<file path="config.mk">
export PLATFORM = sky130hd
export DESIGN_NAME = cpu_core_mc
export DESIGN_NICKNAME = d
export VERILOG_FILES = /design/src/rtl/cpu_core_mc.sv
export SDC_FILE = /design/constraint.sdc
export NUM_CORES = 2
export LEC_CHECK = 0
export CORE_MARGIN = 3
export CORE_UTILIZATION = 50
export CTS_CLUSTER_SIZE = 28
export DETAILED_ROUTE_END_ITERATION = 7
export MAX_ROUTING_LAYER = met4
export PLACE_DENSITY = 0.64
export RECOVER_POWER = 50
export SETUP_SLACK_MARGIN = 0.5
export SLEW_MARGIN = 5
export SYNTH_ARGS = -nofsm -noshare
export SYNTH_HDL_FRONTEND = slang
export SYNTH_SLANG_ARGS = --single-unit
</file>
<file path="constraint.sdc">
create_clock -name clk -period 6.8 [get_ports clk]
set_input_delay 1.36 -clock clk [delete_from_list [all_inputs] [get_ports clk]]
set_output_delay 1.36 -clock clk [all_outputs]
set_load 0.05 [all_outputs]
</file>
<file path="src/rtl/cpu_core_mc.sv">
// Multi-cycle RV32I core: one shared memory port, one instruction in flight,
// FETCH -> DECODE -> EXEC -> [MEM] -> WB, with sticky halt/trap stop state.
module cpu_core_mc #(
  parameter int          ADDR_WIDTH = 14,
  parameter logic [31:0] RESET_PC   = 32'h0
) (
  input  logic                  clk,
  input  logic                  rst,
  output logic                  mem_req,
  output logic                  mem_we,
  output logic [ADDR_WIDTH-1:0] mem_addr,
  output logic [31:0]           mem_wdata,
  output logic [3:0]            mem_wstrb,
  input  logic                  mem_ready,
  input  logic [31:0]           mem_rdata,
  output logic                  retire,
  output logic                  halt,
  output logic                  trap
);

  typedef enum logic [2:0] {FETCH, DECODE, EXEC, MEM, WB, STOP} state_t;

  localparam logic [6:0] OPC_LUI    = 7'b0110111;
  localparam logic [6:0] OPC_AUIPC  = 7'b0010111;
  localparam logic [6:0] OPC_JAL    = 7'b1101111;
  localparam logic [6:0] OPC_JALR   = 7'b1100111;
  localparam logic [6:0] OPC_BRANCH = 7'b1100011;
  localparam logic [6:0] OPC_LOAD   = 7'b0000011;
  localparam logic [6:0] OPC_STORE  = 7'b0100011;
  localparam logic [6:0] OPC_OPIMM  = 7'b0010011;
  localparam logic [6:0] OPC_OP     = 7'b0110011;
  localparam logic [6:0] OPC_FENCE  = 7'b0001111;
  localparam logic [6:0] OPC_SYSTEM = 7'b1110011;
  localparam logic [31:0] INSN_ECALL  = 32'h0000_0073;
  localparam logic [31:0] INSN_EBREAK = 32'h0010_0073;
  localparam logic [ADDR_WIDTH-1:0] CLEAR_BIT0 = {{(ADDR_WIDTH-1){1'b1}}, 1'b0};

  state_t state, next_state;

  logic [ADDR_WIDTH-1:0] pc, next_pc, addr_q;
  logic [31:0] ir, rs1_val, rs2_val, imm, result, wdata_q;
  logic [3:0]  wstrb_q;
  logic [31:0] regs [0:31];

  logic [6:0] opcode, funct7;
  logic [4:0] rd, rs1_idx, rs2_idx;
  logic [2:0] funct3;
  logic is_op, is_load, is_store, is_branch, is_jal, is_jalr;
  logic legal, is_ebreak, writes_rd;
  logic [31:0] imm_dec, alu_in2, alu_out, sra_out, exec_result, pc_ext;
  logic [31:0] st_wdata, load_lane, load_val;
  logic [3:0]  st_wstrb;
  logic [ADDR_WIDTH-1:0] pc_plus4, target_raw, target, ls_addr;
  logic br_taken, taken, ls_misaligned, trap_cond;

  assign opcode    = ir[6:0];
  assign rd        = ir[11:7];
  assign funct3    = ir[14:12];
  assign rs1_idx   = ir[19:15];
  assign rs2_idx   = ir[24:20];
  assign funct7    = ir[31:25];
  assign is_op     = (opcode == OPC_OP);
  assign is_load   = (opcode == OPC_LOAD);
  assign is_store  = (opcode == OPC_STORE);
  assign is_branch = (opcode == OPC_BRANCH);
  assign is_jal    = (opcode == OPC_JAL);
  assign is_jalr   = (opcode == OPC_JALR);

  // Legality is checked against the full RV32I subset; anything unlisted traps.
  always_comb begin
    legal     = 1'b0;
    is_ebreak = 1'b0;
    writes_rd = 1'b0;
    case (opcode)
      OPC_LUI, OPC_AUIPC, OPC_JAL: begin legal = 1'b1; writes_rd = 1'b1; end
      OPC_JALR:   begin legal = (funct3 == 3'd0); writes_rd = 1'b1; end
      OPC_BRANCH: legal = (funct3 != 3'd2) && (funct3 != 3'd3);
      OPC_LOAD:   begin legal = funct3 inside {3'd0, 3'd1, 3'd2, 3'd4, 3'd5}; writes_rd = 1'b1; end
      OPC_STORE:  legal = funct3 inside {3'd0, 3'd1, 3'd2};
      OPC_OPIMM: begin
        writes_rd = 1'b1;
        case (funct3)
          3'd1:    legal = (funct7 == 7'h00);
          3'd5:    legal = (funct7 == 7'h00) || (funct7 == 7'h20);
          default: legal = 1'b1;
        endcase
      end
      OPC_OP: begin
        writes_rd = 1'b1;
        legal = (funct7 == 7'h00) || ((funct7 == 7'h20) && ((funct3 == 3'd0) || (funct3 == 3'd5)));
      end
      OPC_FENCE:  legal = (funct3 == 3'd0);
      OPC_SYSTEM: begin
        legal     = (ir == INSN_ECALL) || (ir == INSN_EBREAK);
        is_ebreak = (ir == INSN_EBREAK);
      end
      default: legal = 1'b0;
    endcase
  end

  always_comb begin
    case (opcode)
      OPC_LUI, OPC_AUIPC: imm_dec = {ir[31:12], 12'b0};
      OPC_JAL:    imm_dec = {{11{ir[31]}}, ir[31], ir[19:12], ir[20], ir[30:21], 1'b0};
      OPC_BRANCH: imm_dec = {{19{ir[31]}}, ir[31], ir[7], ir[30:25], ir[11:8], 1'b0};
      OPC_STORE:  imm_dec = {{20{ir[31]}}, ir[31:25], ir[11:7]};
      default:    imm_dec = {{20{ir[31]}}, ir[31:20]};
    endcase
  end

  assign pc_ext   = 32'(pc);
  assign pc_plus4 = pc + ADDR_WIDTH'(4);
  assign alu_in2  = is_op ? rs2_val : imm;
  assign sra_out  = $signed(rs1_val) >>> alu_in2[4:0];

  always_comb begin
    case (funct3)
      3'd0:    alu_out = (is_op && funct7[5]) ? rs1_val - alu_in2 : rs1_val + alu_in2;
      3'd1:    alu_out = rs1_val << alu_in2[4:0];
      3'd2:    alu_out = {31'b0, $signed(rs1_val) < $signed(alu_in2)};
      3'd3:    alu_out = {31'b0, rs1_val < alu_in2};
      3'd4:    alu_out = rs1_val ^ alu_in2;
      3'd5:    alu_out = funct7[5] ? sra_out : rs1_val >> alu_in2[4:0];
      3'd6:    alu_out = rs1_val | alu_in2;
      default: alu_out = rs1_val & alu_in2;
    endcase
  end

  always_comb begin
    case (funct3)
      3'd0:    br_taken = (rs1_val == rs2_val);
      3'd1:    br_taken = (rs1_val != rs2_val);
      3'd4:    br_taken = $signed(rs1_val) < $signed(rs2_val);
      3'd5:    br_taken = $signed(rs1_val) >= $signed(rs2_val);
      3'd6:    br_taken = rs1_val < rs2_val;
      3'd7:    br_taken = rs1_val >= rs2_val;
      default: br_taken = 1'b0;
    endcase
  end

  // Bit 0 is cleared for JALR; for JAL/branches it is already zero.
  assign target_raw    = ADDR_WIDTH'((is_jalr ? rs1_val : pc_ext) + imm);
  assign target        = target_raw & CLEAR_BIT0;
  assign taken         = is_jal || is_jalr || (is_branch && br_taken);
  assign ls_addr       = ADDR_WIDTH'(rs1_val + imm);
  assign ls_misaligned = ((funct3[1:0] == 2'd2) && (ls_addr[1:0] != 2'd0)) ||
                         ((funct3[1:0] == 2'd1) && ls_addr[0]);
  assign trap_cond     = !legal || ((is_load || is_store) && ls_misaligned) || (taken && target[1]);

  always_comb begin
    case (opcode)
      OPC_LUI:           exec_result = imm;
      OPC_AUIPC:         exec_result = pc_ext + imm;
      OPC_JAL, OPC_JALR: exec_result = 32'(pc_plus4);
      default:           exec_result = alu_out;
    endcase
  end

  always_comb begin
    case (funct3[1:0])
      2'd0: begin
        st_wdata = {4{rs2_val[7:0]}};
        st_wstrb = 4'b0001 << ls_addr[1:0];
      end
      2'd1: begin
        st_wdata = {2{rs2_val[15:0]}};
        st_wstrb = ls_addr[1] ? 4'b1100 : 4'b0011;
      end
      default: begin
        st_wdata = rs2_val;
        st_wstrb = 4'b1111;
      end
    endcase
  end

  assign load_lane = mem_rdata >> {addr_q[1:0], 3'b000};
  always_comb begin
    case (funct3)
      3'd0:    load_val = {{24{load_lane[7]}}, load_lane[7:0]};
      3'd1:    load_val = {{16{load_lane[15]}}, load_lane[15:0]};
      3'd4:    load_val = {24'b0, load_lane[7:0]};
      3'd5:    load_val = {16'b0, load_lane[15:0]};
      default: load_val = load_lane;
    endcase
  end

  always_ff @(posedge clk) begin
    if (rst) state <= FETCH;
    else     state <= next_state;
  end

  always_comb begin
    next_state = state;
    case (state)
      FETCH:  if (mem_ready) next_state = DECODE;
      DECODE: next_state = EXEC;
      EXEC: begin
        if (trap_cond || is_ebreak)   next_state = STOP;
        else if (is_load || is_store) next_state = MEM;
        else                          next_state = WB;
      end
      MEM:    if (mem_ready) next_state = WB;
      WB:     next_state = FETCH;
      STOP:   next_state = STOP;
      default: next_state = FETCH;
    endcase
  end

  // Bus outputs are gated by rst so an in-flight request drops immediately.
  always_comb begin
    mem_req   = 1'b0;
    mem_we    = 1'b0;
    mem_addr  = '0;
    mem_wdata = '0;
    mem_wstrb = '0;
    retire    = 1'b0;
    if (!rst) begin
      case (state)
        FETCH: begin
          mem_req  = 1'b1;
          mem_addr = pc;
        end
        MEM: begin
          mem_req  = 1'b1;
          mem_addr = addr_q;
          if (is_store) begin
            mem_we    = 1'b1;
            mem_wdata = wdata_q;
            mem_wstrb = wstrb_q;
          end
        end
        WB:      retire = 1'b1;
        default: ;
      endcase
    end
  end

  always_ff @(posedge clk) begin
    if (rst) begin
      pc      <= RESET_PC[ADDR_WIDTH-1:0];
      next_pc <= '0;
      addr_q  <= '0;
      ir      <= '0;
      rs1_val <= '0;
      rs2_val <= '0;
      imm     <= '0;
      result  <= '0;
      wdata_q <= '0;
      wstrb_q <= '0;
      halt    <= 1'b0;
      trap    <= 1'b0;
      for (int i = 0; i < 32; i++) regs[i] <= '0;
    end else begin
      case (state)
        FETCH: if (mem_ready) ir <= mem_rdata;
        DECODE: begin
          rs1_val <= (rs1_idx == 5'd0) ? 32'h0 : regs[rs1_idx];
          rs2_val <= (rs2_idx == 5'd0) ? 32'h0 : regs[rs2_idx];
          imm     <= imm_dec;
        end
        EXEC: begin
          result  <= exec_result;
          next_pc <= taken ? target : pc_plus4;
          addr_q  <= ls_addr;
          wdata_q <= st_wdata;
          wstrb_q <= st_wstrb;
          if (trap_cond)      trap <= 1'b1;
          else if (is_ebreak) halt <= 1'b1;
        end
        MEM: if (mem_ready && is_load) result <= load_val;
        WB: begin
          pc <= next_pc;
          if (writes_rd && (rd != 5'd0)) regs[rd] <= result;
        end
        default: ;
      endcase
    end
  end

endmodule

</file>
==> flow_metrics.tcl <==
set metrics [dict create \
    start_util 0.5062 \
    tritoncts "done" \
    synth_area_per_cell_um2 11.75 \
    dpl.hpwl_um 231700 \
    violations "max-capacitance violations, max-slew violations" \
    vdd_drop_max_v 0.0002546 \
    drt_iter0_drc 9074 \
    ys_seq_elements 1277 \
    mostFrequentLayoutCells "edfxtp_1 (1024), and2_1 (685), mux4_2 (645)" \
    syn2layout_area_growth_pct 10.24 \
    reg2reg_depth 9 \
    antenna_found_initial 30 \
    p_switching_uw 6051 \
    dr.pass1.iters 8 \
    grt_max_degree 122 \
    leakage_uw 0.02988 \
    die_h_um 402.1 \
    hold_buffers 0 \
    clock_skew_ns 0.07421 \
    design.core.area_um2 154900 \
    sw_frac_of_total 0.2965 \
    rr_endpoint "regs[7][24]" \
    viasPerCell 6.908 \
    setup_violations 0 \
    fp.dieW_um 402.1 \
    overflow 0 \
    rrSetupSlack_ns 0.24 \
    io_pins 90 \
    pwr-share-comb 0.171 \
    max_freq_ghz 0.1525 \
    dpl_cell_area_um2 82090 \
    rr_startpoint "ir[1]" \
    port-buffer-count 89 \
    grt_pass1_wl_um 463400 \
    netlist_area_um2 78440 \
    drt_wl_total_um 336100 \
    fillerInstances 13000 \
    clock_path_buffers 3 \
    cp_max_fo 24 \
    async_flop_share 0 \
    synth_cell_types 111 \
    design_area_um2 86470 \
    ys_seq_area_frac 0.4566 \
    ant_nets 0 \
    critPathTopFamily "simple AND/OR/NAND/NOR gates" \
    worst_path_max_delay_cell "clkbuf_1" \
    maxCapViolCount 45 \
    root_buffer "clkbuf_16" \
    gr-max-usage-layer "met2" \
    htreeDepth 4 \
    cts_resized 0 \
    clkTransAtPathRegs_ns 0.07 \
    p_int_uw 14360 \
    clock_latency_ns 0.83 \
    p_seq_frac 0.442 \
    track_usage 0.4231 \
    met2_usage 0.5994 \
    drive_above_1_share 0.1807 \
    grt_setup_unrepaired "false" \
    slew_headroom -2.032 \
    final_common_cell "edfxtp_1" \
    hold_path_end "pc[1]" \
    hold_viol_final 0 \
    cp_data_arrival_time_ns 7.22 \
    die_area_um2 161700 \
    synthCells 6676 \
    worstHoldPathCells 2 \
    min_path_type "reg2reg" \
    path_buf_inv 1 \
    slowest_delay_ns 1.54 \
    powerDensity_nw_per_um2 236.0 \
    drc 0 \
    nNetsFinal 6760 \
    row_count 144 \
    num_vias 60320 \
    cts_buffers 144 \
    routedWlPerCell_um 38.49 \
    ys_warn_count 0 \
    grtUsageMet1 0.5581 \
    status "finished, violations left" \
    clkPwrFrac 0.387 \
    synth-main-ff-cell "edfxtp_1" \
    worstSetupPathType "reg2reg" \
    cts_setup_buffers 0 \
    clock-sinks 1277 \
    crit_chain "nand4b_1 > or2_2 > nand2_1 > a21oi_1 > nor4_1 > nand3_1 > nor2_2 > clkbuf_1 > and2_0" \
    first_global_vias 58080 \
    worstSetupStartpointType "flip-flop" \
    synth-edff-count 1024 \
    grt_util_met3 0.1035 \
    place_congestion 1.051 \
    setup_tns_ns 0 \
    report.final.slew_viol_count 1263 \
    min_period_ns 6.558 \
    endpoint_kind "flip-flop" \
    worstPathRequired_ns 7.46 \
    utilization 0.5581 \
    hold_start "next_pc[1]" \
    worstMarginPinSlew_ns 4.547 \
    post-route-period-util 0.9644 \
]
==> worst max-delay path by stage <==
| stage | from | endpoint | depth (start not counted) |
|---|---|---|---|
| finish | ir[1] | regs[7][24] | 9 |
| global route | ir[1] | regs[7][27] | 9 |
| CTS | state[1] | mem_wdata[16] | 8 |
| detailed placement | ir[6] | result[20] | 16 |
| global placement | ir[6] | result[20] | 16 |
| floorplan | rst | regs[29][0] | 4 |
==> metrics by stage <==
| step | instances | power [uW] | worst slack, ns | hold WS (ns) |
|---|---|---|---|---|
| after CTS | 8713 | 20360 | 0.9477 | 0.4536 |
| after global routing | 8726 | 20880 | 0.3481 | 0.4705 |
| after global placement | 8449 | 12550 | 1.214 | 0.4373 |
| final | 8732 | 20410 | 0.2421 | 0.4509 |
| after detailed placement | 8449 | 12560 | 1.094 | 0.4452 |
| after floorplan | 6707 | 11030 | 1.844 | 0.4287 |
==> worst reg2reg max path: cells and delay by family (launching register included) <==
family,cells,cell delay (ns)
flops,1,0.46
compound gates,1,0.25
buf+inv,1,1.54
simple gates,7,4.16
==> synthesized netlist by cell type, drive strengths merged, types with 25 or more instances <==
| cell | number | area (um^2) |
|---|---|---|
| a211oi | 106 | 815.8 |
| a21o | 62 | 465.5 |
| a21oi | 404 | 2052 |
| a221oi | 25 | 225.2 |
| a22o | 29 | 254.0 |
| a311oi | 28 | 275.3 |
| a31oi | 37 | 231.5 |
| and2 | 1046 | 6544 |
| buf | 130 | 630.6 |
| clkbuf | 488 | 1832 |
| dfxtp | 253 | 5065 |
| edfxtp | 1024 | 30750 |
| ha | 169 | 2115 |
| inv | 170 | 638.1 |
| mux2i | 164 | 1642 |
| mux4 | 645 | 14530 |
| nand2 | 405 | 1544 |
| nand2b | 36 | 225.2 |
| nand3 | 84 | 437.9 |
| nor2 | 448 | 1684 |
| nor3 | 72 | 370.4 |
| nor4 | 25 | 177.7 |
| o211ai | 49 | 367.9 |
| o21ai | 288 | 1460 |
| xnor2 | 64 | 560.5 |
==> layout make-up <==
class,count,area [um^2],area share
Multi-Input combinational cell,4641,39960,0.4621
Tap cell,2044,2557,0.02958
Timing Repair Buffer,316,2665,0.03082
Inverter,171,644.4,0.007452
Antenna cell,19,47.55,0.0005499
Clock buffer,187,3916,0.04529
Sequential cell,1277,35870,0.4148
Clock inverter,77,810.8,0.009376
==> registers in the layout, indices dropped and copies added, names as in the netlist, named ones only <==
register,cells
addr_q,14
halt,1
imm,32
ir,32
next_pc,14
pc,14
regs,1024
result,32
rs1_val,32
rs2_val,32
state,3
trap,1
wdata_q,32
wstrb_q,4
==> power groups by stage <==
stage / logic (uW) / clock network (uW) / registers, uW
2_1_floorplan: 2030 / 0 / 9000
3_3_place_gp: 3400 / 0 / 9150
3_5_place_dp: 3390 / 0 / 9170
4_1_cts: 3400 / 7950 / 9010
5_1_grt: 3580 / 8260 / 9040
6_report: 3490 / 7890 / 9030
==> cell families (layout without fill, tap and decap cells) <==
kind of cell | Yosys count | in the layout | share of synthesized area
other cells | 1 | 51 | 0.00004781
mux | 828 | 828 | 0.2089
simple gates | 2250 | 2250 | 0.1521
compound gates | 1276 | 1276 | 0.1055
xor+xnor | 81 | 81 | 0.009045
flops | 1277 | 1277 | 0.4566
fa+ha+maj | 174 | 174 | 0.02823
buf+inv | 789 | 751 | 0.03958
==> per-layer routing <==
layer	wire length, um	share of wire	vias up
met2	145000	0.43	4030
met1	128900	0.38	30690
met4	23530	0.070	0
met5	0	0	-
li1	-	-	24800
met3	38620	0.11	803
(Power assumes the default switching activity.)
